## config.mk

```make
export PLATFORM = sky130hd
export DESIGN_NAME = clock_state_keeper_flat
export DESIGN_NICKNAME = d
export VERILOG_FILES = /design/src/rtl/clock_state_keeper_if.sv /design/src/rtl/clock_state_keeper.sv /design/src/flat_wrapper.sv
export SDC_FILE = /design/constraint.sdc
export NUM_CORES = 1
export LEC_CHECK = 0
export ABC_AREA = 1
export BUFFER_PORTS_ARGS = -buffer_cell sky130_fd_sc_hd__clkbuf_2
export CORE_UTILIZATION = 50
export DETAILED_ROUTE_END_ITERATION = 7
export GPL_TIMING_DRIVEN = 0
export PLACE_DENSITY = 0.78
export SLEW_MARGIN = 20
export SYNTH_ARGS = -nofsm -noshare
export SYNTH_HDL_FRONTEND = slang
export SYNTH_SLANG_ARGS = --single-unit
```

## constraint.sdc

```tcl
create_clock -name clk -period 2.82 [get_ports clk]
set_input_delay 0.846 -clock clk [delete_from_list [all_inputs] [get_ports clk]]
set_output_delay 0.846 -clock clk [all_outputs]
set_load 0.03 [all_outputs]
```

## src/rtl/clock_state_keeper_if.sv

```systemverilog
// Signal bundle between the Nixie clock front end / display path and the
// timekeeping core. The core sits on the slave side; the front end (or a
// bench) drives the master side.
interface clock_state_keeper_if;
  // Control from the button/cursor front end
  logic       mode24;
  logic       up;
  logic       down;
  logic       clear;
  logic [4:0] cursorPos;
  logic       alarmEn;

  // Formatted time and alarm towards the digit path
  logic [5:0] second;
  logic [5:0] minute;
  logic [5:0] hour;
  logic       pm;
  logic [5:0] alarmMinute;
  logic [5:0] alarmHour;
  logic       secTick;
  logic       alarmPulse;

  modport master (
    output mode24, up, down, clear, cursorPos, alarmEn,
    input  second, minute, hour, pm, alarmMinute, alarmHour, secTick, alarmPulse
  );

  modport slave (
    input  mode24, up, down, clear, cursorPos, alarmEn,
    output second, minute, hour, pm, alarmMinute, alarmHour, secTick, alarmPulse
  );
endinterface

```

## src/rtl/clock_state_keeper.sv

```systemverilog
// Timekeeping core for the Nixie clock. Keeps hh:mm:ss and an alarm hh:mm,
// advances time once per TICK_DIV clocks, applies single-step adjustments to
// the field picked by a one-hot cursor and presents 12h/24h formatted values.
// Hours are always stored 0..23; the 12h view is derived combinationally so a
// mode24 change shows up without waiting for a clock edge.
module clock_state_keeper #(
  parameter int unsigned TICK_DIV = 100_000_000,
  parameter int unsigned PRE_W    = 27
) (
  input logic                 clk,
  input logic                 reset_n,
  clock_state_keeper_if.slave bus
);

  localparam logic [PRE_W-1:0] PRE_LAST = PRE_W'(TICK_DIV - 1);
  localparam logic [5:0]       SEC_MAX  = 6'd59;
  localparam logic [5:0]       MIN_MAX  = 6'd59;
  localparam logic [5:0]       HOUR_MAX = 6'd23;

  // Cursor bit positions
  localparam int SEL_SEC       = 0;
  localparam int SEL_MIN       = 1;
  localparam int SEL_HOUR      = 2;
  localparam int SEL_ALARM_MIN = 3;
  localparam int SEL_ALARM_HR  = 4;

  // Step a field by one in either direction, wrapping between 0 and max_v.
  function automatic logic [5:0] step_wrap(input logic [5:0] v,
                                           input logic [5:0] max_v,
                                           input logic       inc);
    if (inc) return (v == max_v) ? 6'd0 : v + 6'd1;
    else     return (v == 6'd0)  ? max_v : v - 6'd1;
  endfunction

  // Present an internal 0..23 hour in the requested display format.
  function automatic logic [5:0] fmt_hour(input logic [5:0] h, input logic as24);
    if (as24)          return h;
    else if (h == 6'd0) return 6'd12;
    else if (h > 6'd12) return h - 6'd12;
    else               return h;
  endfunction

  logic [PRE_W-1:0] pre_q, pre_d;
  logic [5:0]       sec_q, sec_d;
  logic [5:0]       min_q, min_d;
  logic [5:0]       hour_q, hour_d;
  logic [5:0]       alm_min_q, alm_min_d;
  logic [5:0]       alm_hour_q, alm_hour_d;
  logic             sec_tick_q, alarm_pulse_q;

  logic cursor_onehot;
  logic adj_valid;
  logic adj_time;
  logic tick;
  logic tick_taken;
  logic alarm_hit;

  // Decode which request wins this cycle.
  assign cursor_onehot = (bus.cursorPos != 5'd0) &&
                         ((bus.cursorPos & (bus.cursorPos - 5'd1)) == 5'd0);
  assign adj_valid     = (bus.up ^ bus.down) && cursor_onehot && !bus.clear;
  assign adj_time      = adj_valid && (bus.cursorPos[2:0] != 3'b000);
  assign tick          = (pre_q == PRE_LAST);

  // Next-state for prescaler, time and alarm with priority clear > adjust > tick.
  always_comb begin
    // NOTE: every always_comb output gets a default first so no path can leave
    // it unassigned and infer a latch.
    pre_d      = tick ? '0 : pre_q + 1'b1;
    sec_d      = sec_q;
    min_d      = min_q;
    hour_d     = hour_q;
    alm_min_d  = alm_min_q;
    alm_hour_d = alm_hour_q;
    tick_taken = 1'b0;

    if (bus.clear) begin
      pre_d  = '0;
      sec_d  = 6'd0;
      min_d  = 6'd0;
      hour_d = 6'd0;
    end else begin
      if (adj_valid) begin
        if (bus.cursorPos[SEL_SEC])       sec_d      = step_wrap(sec_q,      SEC_MAX,  bus.up);
        if (bus.cursorPos[SEL_MIN])       min_d      = step_wrap(min_q,      MIN_MAX,  bus.up);
        if (bus.cursorPos[SEL_HOUR])      hour_d     = step_wrap(hour_q,     HOUR_MAX, bus.up);
        if (bus.cursorPos[SEL_ALARM_MIN]) alm_min_d  = step_wrap(alm_min_q,  MIN_MAX,  bus.up);
        if (bus.cursorPos[SEL_ALARM_HR])  alm_hour_d = step_wrap(alm_hour_q, HOUR_MAX, bus.up);
      end

      // A time-field edit restarts the second and swallows a coincident tick;
      // alarm edits leave real time running.
      if (adj_time) begin
        pre_d = '0;
      end else if (tick) begin
        tick_taken = 1'b1;
        sec_d      = step_wrap(sec_q, SEC_MAX, 1'b1);
        if (sec_q == SEC_MAX) begin
          min_d = step_wrap(min_q, MIN_MAX, 1'b1);
          if (min_q == MIN_MAX) hour_d = step_wrap(hour_q, HOUR_MAX, 1'b1);
        end
      end
    end
  end

  // Only a real-time advance can trigger the alarm, never an edit or clear.
  assign alarm_hit = tick_taken && bus.alarmEn && (sec_d == 6'd0) &&
                     (min_d == alm_min_q) && (hour_d == alm_hour_q);

  // State and pulse registers.
  always_ff @(posedge clk or negedge reset_n) begin
    if (!reset_n) begin
      pre_q         <= '0;
      sec_q         <= 6'd0;
      min_q         <= 6'd0;
      hour_q        <= 6'd0;
      alm_min_q     <= 6'd0;
      alm_hour_q    <= 6'd0;
      sec_tick_q    <= 1'b0;
      alarm_pulse_q <= 1'b0;
    end else begin
      // NOTE: non-blocking assignments so every register samples the values
      // from before this edge, independent of statement order.
      pre_q         <= pre_d;
      sec_q         <= sec_d;
      min_q         <= min_d;
      hour_q        <= hour_d;
      alm_min_q     <= alm_min_d;
      alm_hour_q    <= alm_hour_d;
      sec_tick_q    <= tick_taken;
      alarm_pulse_q <= alarm_hit;
    end
  end

  assign bus.second      = sec_q;
  assign bus.minute      = min_q;
  assign bus.hour        = fmt_hour(hour_q, bus.mode24);
  assign bus.pm          = (hour_q >= 6'd12);
  assign bus.alarmMinute = alm_min_q;
  assign bus.alarmHour   = fmt_hour(alm_hour_q, bus.mode24);
  assign bus.secTick     = sec_tick_q;
  assign bus.alarmPulse  = alarm_pulse_q;

endmodule
```

## src/flat_wrapper.sv

```systemverilog
// flat-port wrapper written by rule: the top's interface ports become plain ports
module clock_state_keeper_flat 
#(
  parameter int unsigned TICK_DIV = 100_000_000,
  parameter int unsigned PRE_W    = 27
)
  (clk, reset_n, bus_mode24, bus_up, bus_down, bus_clear, bus_cursorPos, bus_alarmEn, bus_second, bus_minute, bus_hour, bus_pm, bus_alarmMinute, bus_alarmHour, bus_secTick, bus_alarmPulse);
  clock_state_keeper_if bus_i ();
  input logic clk;
  input logic reset_n;
  input wire logic [$bits(bus_i.mode24)-1:0] bus_mode24;
  input wire logic [$bits(bus_i.up)-1:0] bus_up;
  input wire logic [$bits(bus_i.down)-1:0] bus_down;
  input wire logic [$bits(bus_i.clear)-1:0] bus_clear;
  input wire logic [$bits(bus_i.cursorPos)-1:0] bus_cursorPos;
  input wire logic [$bits(bus_i.alarmEn)-1:0] bus_alarmEn;
  output wire logic [$bits(bus_i.second)-1:0] bus_second;
  output wire logic [$bits(bus_i.minute)-1:0] bus_minute;
  output wire logic [$bits(bus_i.hour)-1:0] bus_hour;
  output wire logic [$bits(bus_i.pm)-1:0] bus_pm;
  output wire logic [$bits(bus_i.alarmMinute)-1:0] bus_alarmMinute;
  output wire logic [$bits(bus_i.alarmHour)-1:0] bus_alarmHour;
  output wire logic [$bits(bus_i.secTick)-1:0] bus_secTick;
  output wire logic [$bits(bus_i.alarmPulse)-1:0] bus_alarmPulse;
  assign bus_i.mode24 = bus_mode24;
  assign bus_i.up = bus_up;
  assign bus_i.down = bus_down;
  assign bus_i.clear = bus_clear;
  assign bus_i.cursorPos = bus_cursorPos;
  assign bus_i.alarmEn = bus_alarmEn;
  assign bus_second = bus_i.second;
  assign bus_minute = bus_i.minute;
  assign bus_hour = bus_i.hour;
  assign bus_pm = bus_i.pm;
  assign bus_alarmMinute = bus_i.alarmMinute;
  assign bus_alarmHour = bus_i.alarmHour;
  assign bus_secTick = bus_i.secTick;
  assign bus_alarmPulse = bus_i.alarmPulse;
  clock_state_keeper #(.TICK_DIV(TICK_DIV), .PRE_W(PRE_W)) u_core (.clk(clk), .reset_n(reset_n), .bus(bus_i));
endmodule
```

==> impl_metrics.py, run 1 <==
metrics = {
    "run_status": {
        "status": "finished, final reports clean",
    },
    "cts": {
        "numCtsBuffers": 9,
        "cts_root_buffer": "clkbuf_8",
        "cts_tree": "yes",
        "cts.sinks": 59,
        "path_clk_slew_ns": 0.07,
        "htree_levels": 3,
        "clock_latency_ns": 0.35,
        "cts_max_path_buffers": 2,
    },
    "synthesis": {
        "synth_top_area_cell": "dfrtp_1",
        "synth.top_cell.area_share_pct": 28.20,
        "ys_seq_area_share_pct": 28.20,
        "yosys.area_share.simple_pct": 41.04,
        "synth-edff-count": 0,
        "async_reset_ff_share_pct": 100.0,
        "ys_ff_latch": 59,
        "synthMuxAreaShare_pct": 0,
        "synth_area_mm2": 0.005235,
        "synth_compound_area_share_pct": 8.963,
        "synth_area_leaders": "dfrtp_1 (28%), nand2_1 (15%), nand3_1 (8.1%)",
        "synth_nets": 833,
        "ys_warn_count": 0,
        "synth_xor_area_share_pct": 6.190,
        "postSynthAreaPerCell_um2": 6.552,
        "postSynthCellCount": 799,
        "yosys_most_used_dff": "dfrtp_1",
        "yosysUniqueCellTypes": 49,
        "synth_top_family_by_area": "simple AND/OR/NAND/NOR gates",
        "synthAdderAreaFrac_pct": 5.258,
    },
    "pwr": {
        "vdd_drop_max_mv": 0.3463,
        "power_leakage_uw": 0.003166,
        "power.density_mw_per_mm2": 401.2,
        "total_power_uw": 2366,
    },
    "finish": {
        "utilization_pct": 59.24,
        "nNetsFinal": 891,
        "syn_to_final_growth_pct": 12.64,
        "drive_gt1_share_pct": 14.98,
        "diodes": 0,
        "fillers": 952,
    },
    "sta": {
        "worstMarginPinSlew_ns": 0.6729,
        "relSlewSlack_pct": 55.14,
        "finalWorstSetupSlack_ns": 0.08264,
        "hold_viol": 0,
        "post-route-period-util_pct": 97.07,
        "min_period_ns": 2.737,
        "setup_violations": 0,
        "tns_ns": 0,
        "holdWs_ns": 0.3841,
        "max_freq_mhz": 365.3,
        "drv_slew": 0,
        "skew_ns": 0.006239,
    },
    "global_route": {
        "grt-ovfl-total": 0,
        "grt_pass1_vias": 4814,
        "grt_max_degree": 46,
        "grtUsageTotal_pct": 24.89,
        "grt_pass1_wl_um": 22070,
        "grt_antenna_before_repair": 0,
    },
    "floorplanning": {
        "die_area_mm2": 0.01088,
        "start_util_pct": 52.59,
        "die_y_um": 104.3,
        "pin_count": 45,
        "coreArea_mm2": 0.009955,
        "die_x_um": 104.3,
        "num_rows": 36,
    },
    "worst_setup_path": {
        "setup.worst_path.end_class": "output pin",
        "crit_start": "u_core.alm_hour_q[3]$_DFFE_PN0P_",
        "rr_worst_depth": 17,
        "required_ns": 1.97,
        "worst_setup_path_start_kind": "flip-flop",
        "r2r_start": "u_core.bus.second[1]$_DFF_PN0_",
        "path_max_fanout": 6,
        "reg2reg_to": "u_core.bus.alarmPulse$_DFF_PN0_",
        "endpoint": "bus_alarmHour[5]",
        "worstSetupPathType": "reg -> out",
        "reg2reg_slack_ns": 0.32,
        "critPathArrivalTime_ns": 1.89,
    },
    "run": {
        "maxCapViolCount": 0,
    },
    "placement": {
        "hpwl_um": 9760,
        "port_buffers": 44,
        "gp_congestion": 0.9305,
        "dpl_worst_slack_ns": 0.008991,
    },
    "route": {
        "dr_total_vias": 5348,
        "drtIter0Drc": 470,
        "drt-total-wl_um": 12950,
        "dr.pass1.iters": 5,
        "drcViolationCount": 0,
        "ant_nets": 0,
        "wl_per_cell_um": 13.02,
        "vias_per_cell": 5.380,
    },
    "hold_path": {
        "hold_path_class": "in -> async",
    },
}
-- power by group --
part / switching (uW) / internal, uW
logic: 416 / 208
registers: 64.7 / 888
clock network: 362 / 427
-- cell families after synthesis --
group	count (synthesis)
AOI/OAI and AO/OA	84
xor gates and xnor gates	37
adders and majority gates	22
buffers and inverters	139
DFF	59
and+or+nand+nor	458
-- cells in the mapped netlist, drive strengths merged, types with 3 or more instances --
master	n
nand3	93
nand2	220
o21ai	42
nor2	95
xnor2	12
inv	117
nor3	13
dfrtp	59
clkbuf	8
nand3b	6
clkinv	3
a21oi	26
ha	22
xor2	25
buf	11
nand4	25
o211ai	5
nor3b	3
-- worst max-delay path, stage by stage, from the launching register on --
cell and delay, ns:
dfrtp_1 0.47, ha_1 0.25, inv_1 0.05, o21a_1 0.17, nor2_2 0.13, inv_1 0.07
o22ai_1 0.16, clkbuf_4 0.23
-- per-layer routing --
layer,part of all wire [%],track usage [%]
met1,46,33.33
met2,46,39.92
met3,6.0,4.511
met4,2.3,9.082
met5,0,0
-- area by class of cell --
type | count | area (um2) | area share (%)
Buffer | 19 | 93.84 | 1.591
Multi-Input combinational cell | 601 | 3232 | 54.81
Clock inverter | 4 | 51.30 | 0.8699
Timing Repair Buffer | 47 | 275.3 | 4.668
Sequential cell | 59 | 1483 | 25.14
Clock buffer | 11 | 141.4 | 2.398
Tap cell | 133 | 166.4 | 2.822
Inverter | 120 | 454.2 | 7.702
-- placed cells by master, fill, tap and decap left out, types with 3 or more instances in the layout --
master | netlist | routed
nand2_1 | 213 | 211
inv_1 | 110 | 105
nor2_1 | 87 | 86
nand3_1 | 85 | 84
dfrtp_1 | 59 | 54
clkbuf_2 | 1 | 39
o21ai_0 | 38 | 38
xor2_1 | 25 | 25
a21oi_1 | 25 | 25
nand4_1 | 24 | 24
ha_1 | 22 | 21
inv_2 | 7 | 12
xnor2_1 | 12 | 12
clkbuf_8 | 0 | 10
buf_2 | 8 | 9
nor3_1 | 9 | 9
nand2_2 | 5 | 7
nand3_2 | 6 | 7
clkbuf_1 | 7 | 7
nand3b_1 | 6 | 6
nor2_2 | 4 | 5
o211ai_1 | 5 | 5
dfrtp_2 | 0 | 5
clkbuf_4 | 0 | 4
buf_4 | 0 | 4
nor3_2 | 3 | 3
o21ai_1 | 3 | 3
-- worst min-delay path by stage --
stage / from / end / slack [ns]
detailed placement: u_core.pre_q[0]$_DFF_PN0_ / u_core.pre_q[0]$_DFF_PN0_ / 0.46
global placement: u_core.pre_q[0]$_DFF_PN0_ / u_core.pre_q[0]$_DFF_PN0_ / 0.45
finish: reset_n / u_core.pre_q[13]$_DFF_PN0_ / 0.38
CTS: reset_n / u_core.pre_q[13]$_DFF_PN0_ / 0.38
floorplan: u_core.pre_q[0]$_DFF_PN0_ / u_core.pre_q[0]$_DFF_PN0_ / 0.43
global route: reset_n / u_core.pre_q[13]$_DFF_PN0_ / 0.39
-- through the flow --
| stage | area, um2 | instances |
|---|---|---|
| floorplan | 5235 | 799 |
| global placement | 5622 | 976 |
| detailed placement | 5652 | 977 |
| CTS | 5862 | 993 |
| global route | 5897 | 994 |
| finish | 5897 | 994 |
-- flip-flops by register name, indices dropped and copies added, names as in the netlist --
| register | flops |
|---|---|
| u_core.pre_q | 27 |
| u_core.bus.second | 6 |
| u_core.bus.minute | 6 |
| u_core.bus.alarmMinute | 6 |
| u_core.hour_q | 6 |
| u_core.alm_hour_q | 6 |
| u_core.bus.alarmPulse | 1 |
| u_core.bus.secTick | 1 |
-- what timing repair did --
action,CTS,global route
endpoints found under the hold margin,0,0
buffers inserted,1,1
setup endpoints to repair,10,10
gates resized for setup,9,20
hold buffers,0,0
No activity file was read; power rests on OpenSTA's default activity.
==> run 2, diff against run 1 <==
- CELL_PAD_IN_SITES_DETAIL_PLACEMENT: not set -> 2
- CELL_PAD_IN_SITES_GLOBAL_PLACEMENT: not set -> 2
- CORE_UTILIZATION: 50 -> 34
- PLACE_DENSITY: 0.78 -> 0.91
- SETUP_SLACK_MARGIN: not set -> 0.1
==> impl_metrics.py, run 2 (same netlist as run 1, synthesis figures left out) <==
metrics = {
    "run_status": {
        "status": "finished, violations left",
        "violations": "negative setup slack",
    },
    "pwr": {
        "power.net_switching_uw": 1110,
        "power_frac_clock_pct": 39.8,
        "power_leakage_uw": 0.003319,
        "vdd_drop_max_mv": 0.3184,
        "power.density_mw_per_mm2": 455.6,
        "p_sw_share_pct": 37.77,
        "power_frac_comb_pct": 26.9,
        "pwr-share-seq_pct": 33.3,
        "p_int_uw": 1829,
    },
    "sta": {
        "skew_ns": 0.01815,
        "post-route-period-util_pct": 106.8,
        "min_period_ns": 3.012,
        "max_freq_mhz": 332.0,
        "finalWorstSetupSlack_ns": -0.1921,
        "worstMarginPinSlew_ns": 0.8780,
        "grt_setup_unrepaired": "yes",
        "drv_slew": 0,
        "hold_viol": 0,
        "relSlewSlack_pct": 41.47,
        "setup_violations": 1,
    },
    "finish": {
        "syn_to_final_growth_pct": 23.23,
        "largest_reg_flops": 27,
        "nNetsFinal": 913,
        "fin_area_mm2": 0.006451,
        "final_cell_mix": "nand2_1 (209), inv_1 (97), nor2_1 (81), nand3_1 (80), dfrtp_1 (48)",
        "diodes": 0,
        "regMostFlops": "u_core.pre_q",
        "layout_commonest_cell": "nand2_1",
        "drive_gt1_share_pct": 20.86,
    },
    "worst_setup_path": {
        "r2r_start": "u_core.bus.minute[4]$_DFF_PN0_",
        "reg2reg_to": "u_core.bus.alarmPulse$_DFF_PN0_",
        "reg2reg_slack_ns": -0.19,
        "worst_setup_path_start_kind": "flip-flop",
        "rr_worst_depth": 13,
        "worstSetupPathType": "reg -> reg",
        "setup.worst_path.end_class": "flip-flop",
        "path_max_fanout": 7,
        "critPathArrivalTime_ns": 3.28,
        "required_ns": 3.09,
    },
    "placement": {
        "dpl_worst_slack_ns": -0.1721,
        "hpwl_um": 15720,
        "place_area_mm2": 0.005715,
        "gp_congestion": 0.8227,
        "port_buffers": 44,
    },
    "floorplanning": {
        "die_area_mm2": 0.01590,
        "coreArea_mm2": 0.01475,
        "pin_count": 45,
        "die_x_um": 126.1,
        "die_y_um": 126.1,
        "start_util_pct": 35.48,
        "num_rows": 44,
    },
    "cts": {
        "clock_latency_ns": 0.36,
        "path_clk_slew_ns": 0.06,
        "cts_max_path_buffers": 2,
        "cts_root_buffer": "clkbuf_16",
        "cts_tree": "yes",
        "numCtsBuffers": 9,
        "htree_levels": 3,
        "cts.sinks": 59,
    },
    "route": {
        "dr.pass1.iters": 5,
        "drcViolationCount": 0,
        "drtIter0Drc": 467,
        "drt-total-wl_um": 29030,
        "wl_per_cell_um": 27.23,
        "dr_total_vias": 6537,
        "vias_per_cell": 6.132,
        "ant_nets": 0,
    },
    "global_route": {
        "grt_antenna_before_repair": 0,
        "grtUsageTotal_pct": 32.57,
        "grt-ovfl-total": 0,
        "grt_pass1_wl_um": 39590,
        "grt_pass1_vias": 6854,
        "grt_max_degree": 45,
    },
    "run": {
        "maxCapViolCount": 0,
    },
    "hold_path": {
        "hold_path_class": "in -> async",
    },
}
==> run 2: changes by cell type in the layout (fill, tap and decap cells not counted), moves of 3 or more <==
cell,delta
inv_4,+5
clkbuf_16,+9
nor2_4,+5
inv_1,-8
nor2_1,-5
clkbuf_8,-9
ha_4,+5
nand3_1,-4
dfrtp_1,-6
o21ai_0,-3
dfrtp_2,+6
nand3_4,+3
buf_4,+24
ha_1,-6
==> run 2: what timing repair did <==
item / 4_1_cts / 5_1_grt
pin swaps: 0 / 8
buffers inserted: 7 / 17
gates resized for setup: 45 / 46
cloned: 0 / 1
endpoints found under the setup margin: 12 / 15
hold buffers: 0 / 0
==> run 2: worst max-delay path by stage <==
| stage | from | to | slack (ns) | cells past startpoint |
|---|---|---|---|---|
| after floorplan | bus_mode24 | bus_hour[5] | 0.29 | 5 |
| after global placement | bus_up | u_core.bus.alarmMinute[5]$_DFFE_PN0P_ | -0.08 | 11 |
| after detailed placement | bus_up | u_core.bus.alarmPulse$_DFF_PN0_ | -0.17 | 17 |
| after CTS | bus_mode24 | bus_hour[5] | 0.10 | 7 |
| after global routing | u_core.bus.minute[0]$_DFF_PN0_ | u_core.bus.alarmPulse$_DFF_PN0_ | -0.16 | 13 |
| final | u_core.bus.minute[4]$_DFF_PN0_ | u_core.bus.alarmPulse$_DFF_PN0_ | -0.19 | 13 |
==> run 2: per-layer routing <==
metal | global-route usage [%] | vias up | wire length (um)
met1 | 39.38 | 3331 | 11470
met3 | 5.650 | 131 | 1686
met4 | 14.17 | 0 | 1601
met2 | 56.65 | 346 | 14280
met5 | 0 | - | 0
li1 | - | 2729 | -
==> run 2: area by class of cell <==
class                   count  area, um2
clock inverters             2      37.54
inverters                 120      470.5
repair buffers             69      457.9
multi-input cells         602       3421
fillers                  1791       8303
well taps                 184      230.2
flip-flops and latches     59       1490
clock buffers              12      246.5
plain buffers              18      97.59
==> run 2: metrics by stage <==
step / cells / util (%) / hold slack [ns] / TNS, ns / total power [uW]
final: 1066 / 43.72 / 0.3930 / -0.1921 / 2939
after global routing: 1066 / 43.72 / 0.4033 / -0.1611 / 3030
after CTS: 1048 / 41.76 / 0.3934 / 0 / 2802
after detailed placement: 1028 / 38.74 / 0.4850 / -0.6550 / 1642
after global placement: 1027 / 38.53 / 0.4536 / -0.2316 / 1587
after floorplan: 799 / - / 0.4329 / 0 / 1405
==> run 2: power by group through the flow <==
stage | sequential, uW | combinational [uW] | clock [uW]
finish | 978 | 792 | 1170
global placement | 970 | 617 | 0
CTS | 969 | 690 | 1140
global route | 981 | 840 | 1210
detailed placement | 978 | 664 | 0
floorplan | 1010 | 396 | 0
==> run 2: worst max-delay path, cell delays in order (launching register included) <==
cell and delay (ns):
dfrtp_1 0.45, clkbuf_2 0.25, nand3_1 0.24, nor2_4 0.30
inv_1 0.22, nor3_2 0.37, nand3b_1 0.19, nand2_1 0.18
nand2_1 0.12, nand2_1 0.09, nand2_1 0.07, nor2_1 0.15
nand3b_1 0.11, nor2_2 0.17
